File: config.mk
export PLATFORM = sky130hd
export DESIGN_NAME = mod_addsub_pipe
export DESIGN_NICKNAME = d
export VERILOG_FILES = /design/src/rtl/mod_addsub_pipe.sv
export SDC_FILE = /design/constraint.sdc
export NUM_CORES = 1
export LEC_CHECK = 0
export ABC_AREA = 0
export CORE_MARGIN = 4
export CORE_UTILIZATION = 56
export DETAILED_ROUTE_END_ITERATION = 10
export HOLD_SLACK_MARGIN = 0.06
export PLACE_DENSITY = 0.81
export SLEW_MARGIN = 10
export SYNTH_ARGS = -nofsm -noshare
export SYNTH_HDL_FRONTEND = slang
export SYNTH_SLANG_ARGS = --single-unit
export TNS_END_PERCENT = 30
File: constraint.sdc
create_clock -name clk -period 4.8 [get_ports clk]
set_input_delay 1.44 -clock clk [delete_from_list [all_inputs] [get_ports clk]]
set_output_delay 1.44 -clock clk [all_outputs]
set_load 0.02 [all_outputs]
File: src/rtl/mod_addsub_pipe.sv
// Two-stage pipelined modular add/subtract for the inverse-NTT butterfly.
// S1 registers the raw 65-bit sum and difference. S2 reduces them into [0, M-1] and drives the outputs.
module mod_addsub_pipe #(
    parameter int unsigned           data_width = 64,
    parameter logic [data_width-1:0] M          = 64'hffff_ffff_0000_0001,
    parameter int unsigned           tag_width  = 8
) (
    input  logic                  clk,
    input  logic                  rst_n,
    input  logic                  in_valid,
    output logic                  in_ready,
    input  logic [data_width-1:0] a_in,
    input  logic [data_width-1:0] b_in,
    input  logic [tag_width-1:0]  tag_in,
    output logic                  out_valid,
    input  logic                  out_ready,
    output logic [data_width-1:0] sum_out,
    output logic [data_width-1:0] diff_out,
    output logic [tag_width-1:0]  tag_out
);

    localparam logic [data_width:0] M_EXT = {1'b0, M};

    logic                  s1_valid_q, s1_valid_d;
    logic [data_width:0]   s1_sum_q, s1_sum_d;
    logic [data_width:0]   s1_diff_q, s1_diff_d;
    logic [tag_width-1:0]  s1_tag_q, s1_tag_d;
    logic                  s2_valid_q, s2_valid_d;
    logic [data_width-1:0] s2_sum_q, s2_sum_d;
    logic [data_width-1:0] s2_diff_q, s2_diff_d;
    logic [tag_width-1:0]  s2_tag_q, s2_tag_d;
    logic                  s1_adv_s, s2_adv_s;
    logic [data_width-1:0] red_sum_s, red_diff_s;

    // Advance control: a stage moves when it is empty or its successor moves.
    always_comb begin
        s2_adv_s = !s2_valid_q || out_ready;
        s1_adv_s = !s1_valid_q || s2_adv_s;
    end

    assign in_ready  = s1_adv_s;
    assign out_valid = s2_valid_q;
    assign sum_out   = s2_sum_q;
    assign diff_out  = s2_diff_q;
    assign tag_out   = s2_tag_q;

    // Final reduction; low bits of the 65-bit subtraction equal the truncated one.
    always_comb begin
        if (s1_sum_q >= M_EXT) begin
            red_sum_s = s1_sum_q[data_width-1:0] - M;
        end else begin
            red_sum_s = s1_sum_q[data_width-1:0];
        end
        if (s1_diff_q[data_width]) begin
            red_diff_s = s1_diff_q[data_width-1:0] + M;
        end else begin
            red_diff_s = s1_diff_q[data_width-1:0];
        end
    end

    // S1 next state: capture raw sum and borrow-extended difference.
    always_comb begin
        s1_valid_d = s1_valid_q;
        s1_sum_d   = s1_sum_q;
        s1_diff_d  = s1_diff_q;
        s1_tag_d   = s1_tag_q;
        if (s1_adv_s) begin
            s1_valid_d = in_valid;
            if (in_valid) begin
                s1_sum_d  = {1'b0, a_in} + {1'b0, b_in};
                s1_diff_d = {1'b0, a_in} - {1'b0, b_in};
                s1_tag_d  = tag_in;
            end else begin
                s1_sum_d  = s1_sum_q;
                s1_diff_d = s1_diff_q;
                s1_tag_d  = s1_tag_q;
            end
        end else begin
            s1_valid_d = s1_valid_q;
        end
    end

    // S2 next state: load reduced results only when S1 holds a pair.
    always_comb begin
        s2_valid_d = s2_valid_q;
        s2_sum_d   = s2_sum_q;
        s2_diff_d  = s2_diff_q;
        s2_tag_d   = s2_tag_q;
        if (s2_adv_s) begin
            s2_valid_d = s1_valid_q;
            if (s1_valid_q) begin
                s2_sum_d  = red_sum_s;
                s2_diff_d = red_diff_s;
                s2_tag_d  = s1_tag_q;
            end else begin
                s2_sum_d  = s2_sum_q;
                s2_diff_d = s2_diff_q;
                s2_tag_d  = s2_tag_q;
            end
        end else begin
            s2_valid_d = s2_valid_q;
        end
    end

    // Pipeline registers; reset discards any in-flight pairs.
    always_ff @(posedge clk or negedge rst_n) begin
        if (!rst_n) begin
            s1_valid_q <= 1'b0;
            s1_sum_q   <= {(data_width+1){1'b0}};
            s1_diff_q  <= {(data_width+1){1'b0}};
            s1_tag_q   <= {tag_width{1'b0}};
            s2_valid_q <= 1'b0;
            s2_sum_q   <= {data_width{1'b0}};
            s2_diff_q  <= {data_width{1'b0}};
            s2_tag_q   <= {tag_width{1'b0}};
        end else begin
            s1_valid_q <= s1_valid_d;
            s1_sum_q   <= s1_sum_d;
            s1_diff_q  <= s1_diff_d;
            s1_tag_q   <= s1_tag_d;
            s2_valid_q <= s2_valid_d;
            s2_sum_q   <= s2_sum_d;
            s2_diff_q  <= s2_diff_d;
            s2_tag_q   <= s2_tag_d;
        end
    end

endmodule

---- Word-level counts from Yosys, hierarchy flattened ----
Cells that the tools add are included.
word-level totals
  register bits after elaboration ......... 276
  input port bits ......................... 140
  output and inout port bits .............. 138
  logic and storage cells ................. 21
operators by class
  $add $sub $neg .......................... 4
  $lt $le $gt $ge ......................... 1
  mux-type cells .......................... 2
  reductions and logical operators ........ 6
operators by type and width
  operator                                               count
  2-to-1 mux 64 bit                                      2
  adder 64 x 64 -> 65 bit                                1
  >= comparator 65 x 64 -> 1 bit, second input constant  1
  subtractor 64 x 64 -> 65 bit                           1
  adder 64 bit, second input constant                    1
  subtractor 64 bit, second input constant               1
  AND reduction 2 bit                                    2
  zero test 1 bit                                        2
  logical OR 1 bit                                       2

---- Logic depth before layout (Yosys ltp) ----
  word-level depth ........................ 4
  mapped depth ............................ 14
  gate-level depth less buffers ........... 14

---- Least setup slack after synthesis ----
Ideal clock, no wire load.
  path kind ............................... input-to-reg
  start point ............................. input port a_in[0]
  end point ............................... register s1_diff_q[34]
  library setup time ...................... 133 ps
  data arrival time ....................... 4,385 ps
  required time ........................... 4,667 ps
  slack ................................... 281 ps
  stages on the path ...................... 13
  cell sequence ........................... inv_1 ha_1 fa_1 nand2b_1 a211oi_1 nor2_1 o211ai_1 a21oi_1 o41ai_1 or4b_2 nand2_1 xnor2_1 o21ai_0
on the way
  word-level cells in the longest chain between the ends .. 1
RTL lines
  what                          RTL line  RTL
  from (decl)                   12        input logic [data_width-1:0] a_in,
  subtractor 64 x 64 -> 65 bit  71        s1_diff_d = {1'b0, a_in} - {1'b0, b_in};
  to (signal assigned)          110       s1_diff_q <= {(data_width+1){1'b0}};
  to (signal assigned)          119       s1_diff_q <= s1_diff_d;
  to (decl)                     26        logic [data_width:0] s1_diff_q, s1_diff_d;
Every way passes these cells.
A chain may end at the register's enable or synchronous reset.

---- Worst setup path after layout ----
  start point ............................. input port b_in[8]
  end point ............................... register s1_sum_q[54]
on the way
  word-level cells in the longest chain between the ends .. 1
RTL lines
  what                     RTL line  RTL
  from (decl)              13        input logic [data_width-1:0] b_in,
  adder 64 x 64 -> 65 bit  70        s1_sum_d = {1'b0, a_in} + {1'b0, b_in};
  to (signal assigned)     109       s1_sum_q <= {(data_width+1){1'b0}};
  to (signal assigned)     118       s1_sum_q <= s1_sum_d;
  to (decl)                25        logic [data_width:0] s1_sum_q, s1_sum_d;
Every way passes these cells.

==> flow_summary.toml <==
[finish]
filler_cell_count_in_the_final_layout = 2469
postLayoutCellArea_um2 = 26600
areaGrowthSynthToFinish_pct = 33.9
design.final.nets = 3313
mostFrequentLayoutCells = "sky130_fd_sc_hd__nand2_1, sky130_fd_sc_hd__buf_4, sky130_fd_sc_hd__o21ai_0, sky130_fd_sc_hd__clkdlybuf4s50_1, sky130_fd_sc_hd__dfrtp_1"
seq_area_um2 = 6880
final_core_util_pct = 76.6
multi_input_comb_area_um2 = 12300
most_common_cell_after_layout_fill_and_taps_aside = "sky130_fd_sc_hd__nand2_1"
drive_gt1_share_pct = 15.3
antenna_cells_inserted = 0

[synth]
synthesis.instances = 2497
synthTopCellsByArea = "sky130_fd_sc_hd__dfrtp_1, sky130_fd_sc_hd__ha_1, sky130_fd_sc_hd__nand2_1"
synth-main-ff-cell = "sky130_fd_sc_hd__dfrtp_1"
asyncSetResetFlopFracSynth_pct = 100
synth_warnings = 0
netlist.area_leader.share_pct = 34.6
synth_top_cell_by_area = "sky130_fd_sc_hd__dfrtp_1"
syn-mean-instance-area_um2 = 7.97
netlist_area_um2 = 19900
synth.distinct_cells = 71
postSynthNetCount = 2770
ys_seq_elements = 275
number_of_flops_mapped_to_enable_cells_by_yosys = 0
synth-seq-area-share_pct = 34.6

[timing]
rsz0062_at_grt = "true"
maxSlewHeadroom_pct = 33.9
period_minus_slack_ps = 4760
maximum_achievable_frequency_mhz = 210
aggregate_negative_setup_slack_ps = 0
timing_max_transition_violations_final = 0
worst_pin_slew_ps = 992
hold_viol_final = 0
setup_viol_count_final = 0
min_period_over_period_pct = 99.2
fin_worst_skew_ps = 12.5

[floorplan]
die_height_um = 197
initial_utilization_pct = 57.2
overall_die_area_um2 = 38600
die_width_um = 197
std_cell_rows = 68
io-pin-count = 278
fp.coreArea_um2 = 34800

[grt]
grt_use_met1_pct = 54.2
grt_start_max_net_pins = 126
first_global_vias = 20800
grt.total_usage_pct = 37.0
initial_antenna_violation_count = 1
top_usage_layer = "met2"
overflow = 0
grtUsageMet3_pct = 5.74
grt.met2_usage_pct = 58.2
grt_pass1_wl_um = 115000

[drt]
residual_antenna_violating_net_count_after_detailed_routing = 0
wl_um = 74600
avgViaCountPerCell = 6.06
detailroute.via_count = 21300
drtIter0Drc = 2397
drt_drc_violations_left = 0
drt_pre_antenna_iters = 5
drt-wirelength-per-cell_um = 21.2

[clock_network]
cts.sinks = 275
max_buffers_root_to_sink = 3
hold_buffers = 0
worst_skew_pair.late_latency_ps = 540
cts_made_buffers = 27
tritoncts_clock_tree = "yes"
path_clk_slew_ps = 70
cts_root_buffer = "sky130_fd_sc_hd__clkbuf_16"
cts_max_level = 1

[worst_setup_path]
largest_incremental_delay_on_the_critical_path_ps = 530
timing.critical_path.cells = "clkdlybuf4s50_1, inv_1, ha_1, buf_4, nor4_2, o211a_1, a41oi_2, nand2_1, nand4_1, and4_1, a21oi_1, nor2_1, o31ai_1, xnor2_1, o21ai_0"
cpMaxStageDelayCell = "sky130_fd_sc_hd__nor4_2"
start_kind = "primary input"
worst-endpoint-arrival_ps = 5140
critical_path_class = "in2reg"
critical-path-top-delay-family = "simple AND/OR/NAND/NOR gates"
path_max_fanout = 8
critical_path_buf_inv_count = 3
cp-end-kind = "register"
critical_path_required_ps = 5180

[status]
run_status = "completed"

[placed_design]
gpl.final_weighted_congestion = 1.03
place_area_um2 = 25500
dp.final_hpwl_um = 58400
port_buffers = 277

[pwr]
report.power.total_mw = 9.69
power_per_cell_area_nw_per_um2 = 364
power.leakage_nw = 11.9
peakVddDrop_mv = 0.387

[min_path]
holdCritPathClass = "reg2reg"

[job]
max-cap-violations = 0
[metal layers]
layer / routed length, um / share of wire [%]
met4: 1840 / 2.5
met5: 0 / 0
met1: 32100 / 43
met2: 33100 / 44
met3: 7520 / 10
[through the flow]
stage	worst slack, ps	std cells	hold WS, ps
final	36.1	3515	479
after global routing	-95.9	3515	520
after CTS	-5.80	3511	487
after detailed placement	-808	3462	470
after global placement	-718	3462	454
after floorplan	281	2497	442
[Yosys cell counts (44+ instances only)]
master	count
sky130_fd_sc_hd__ha_1	131
sky130_fd_sc_hd__o21ai_0	304
sky130_fd_sc_hd__inv_1	133
sky130_fd_sc_hd__nor2_1	184
sky130_fd_sc_hd__a21oi_1	168
sky130_fd_sc_hd__nand3_1	53
sky130_fd_sc_hd__nor4_1	50
sky130_fd_sc_hd__clkbuf_1	105
sky130_fd_sc_hd__xnor2_1	153
sky130_fd_sc_hd__xor2_1	86
sky130_fd_sc_hd__nand2_1	407
sky130_fd_sc_hd__dfrtp_1	275
sky130_fd_sc_hd__nor3_1	44
[repair_timing]
action,4_1_cts,5_1_grt
pin swaps,1,10
resized for setup,5,36
setup buffers,0,4
endpoints found under the setup margin,10,38
[worst min-delay path: stages (launching register included)]
cell and delay (ps):
sky130_fd_sc_hd__dfrtp_1 340, sky130_fd_sc_hd__nand2_1 50, sky130_fd_sc_hd__o21ai_0 60
[sequential cells by signal (all words and copies together) (netlist names)]
| signal | cells |
|---|---|
| s1_diff_q | 65 |
| diff_out | 64 |
| s1_sum_q | 64 |
| sum_out | 64 |
| s1_tag_q | 8 |
| tag_out | 8 |
| out_valid | 1 |
| s1_valid_q | 1 |
[layout make-up]
cell class | count | share of cell area [%]
inverters | 136 | 1.92
clock buffers | 35 | 2.76
flip-flops and latches | 275 | 25.8
multi-input cells | 1964 | 46.0
well taps | 455 | 2.14
repair buffers | 636 | 20.8
clock inverters | 14 | 0.564
[final timing paths]
path	from	endpoint	slack, ps	cells past startpoint
worst max-delay path	b_in[8]	s1_sum_q[54]	40	15
worst min-delay path	sum_out[12]	sum_out[12]	480	2
worst max register to register	s1_sum_q[4]	sum_out[24]	660	11
worst min register to register	sum_out[12]	sum_out[12]	480	2
max in group asynchronous	rst_n	sum_out[28]	2670	2
min in group asynchronous	rst_n	diff_out[16]	1010	1
[logic make-up after synthesis]
logic type / count (synthesis) / share of synthesized area, %
flops: 275 / 34.6
mux: 19 / 1.04
fa+ha+maj: 133 / 8.44
simple gates: 902 / 20.8
compound gates: 671 / 19.7
buf+inv: 258 / 4.92
xor+xnor: 239 / 10.5
[power breakdown]
group | switching, mW | leakage, nW | internal (mW)
clock | 0.940 | 0.434 | 1.20
sequential | 0.623 | 3.39 | 2.90
combinational | 2.24 | 8.02 | 1.79
total | 3.80 | 11.9 | 5.89
No activity file was read; power rests on OpenSTA's default activity.
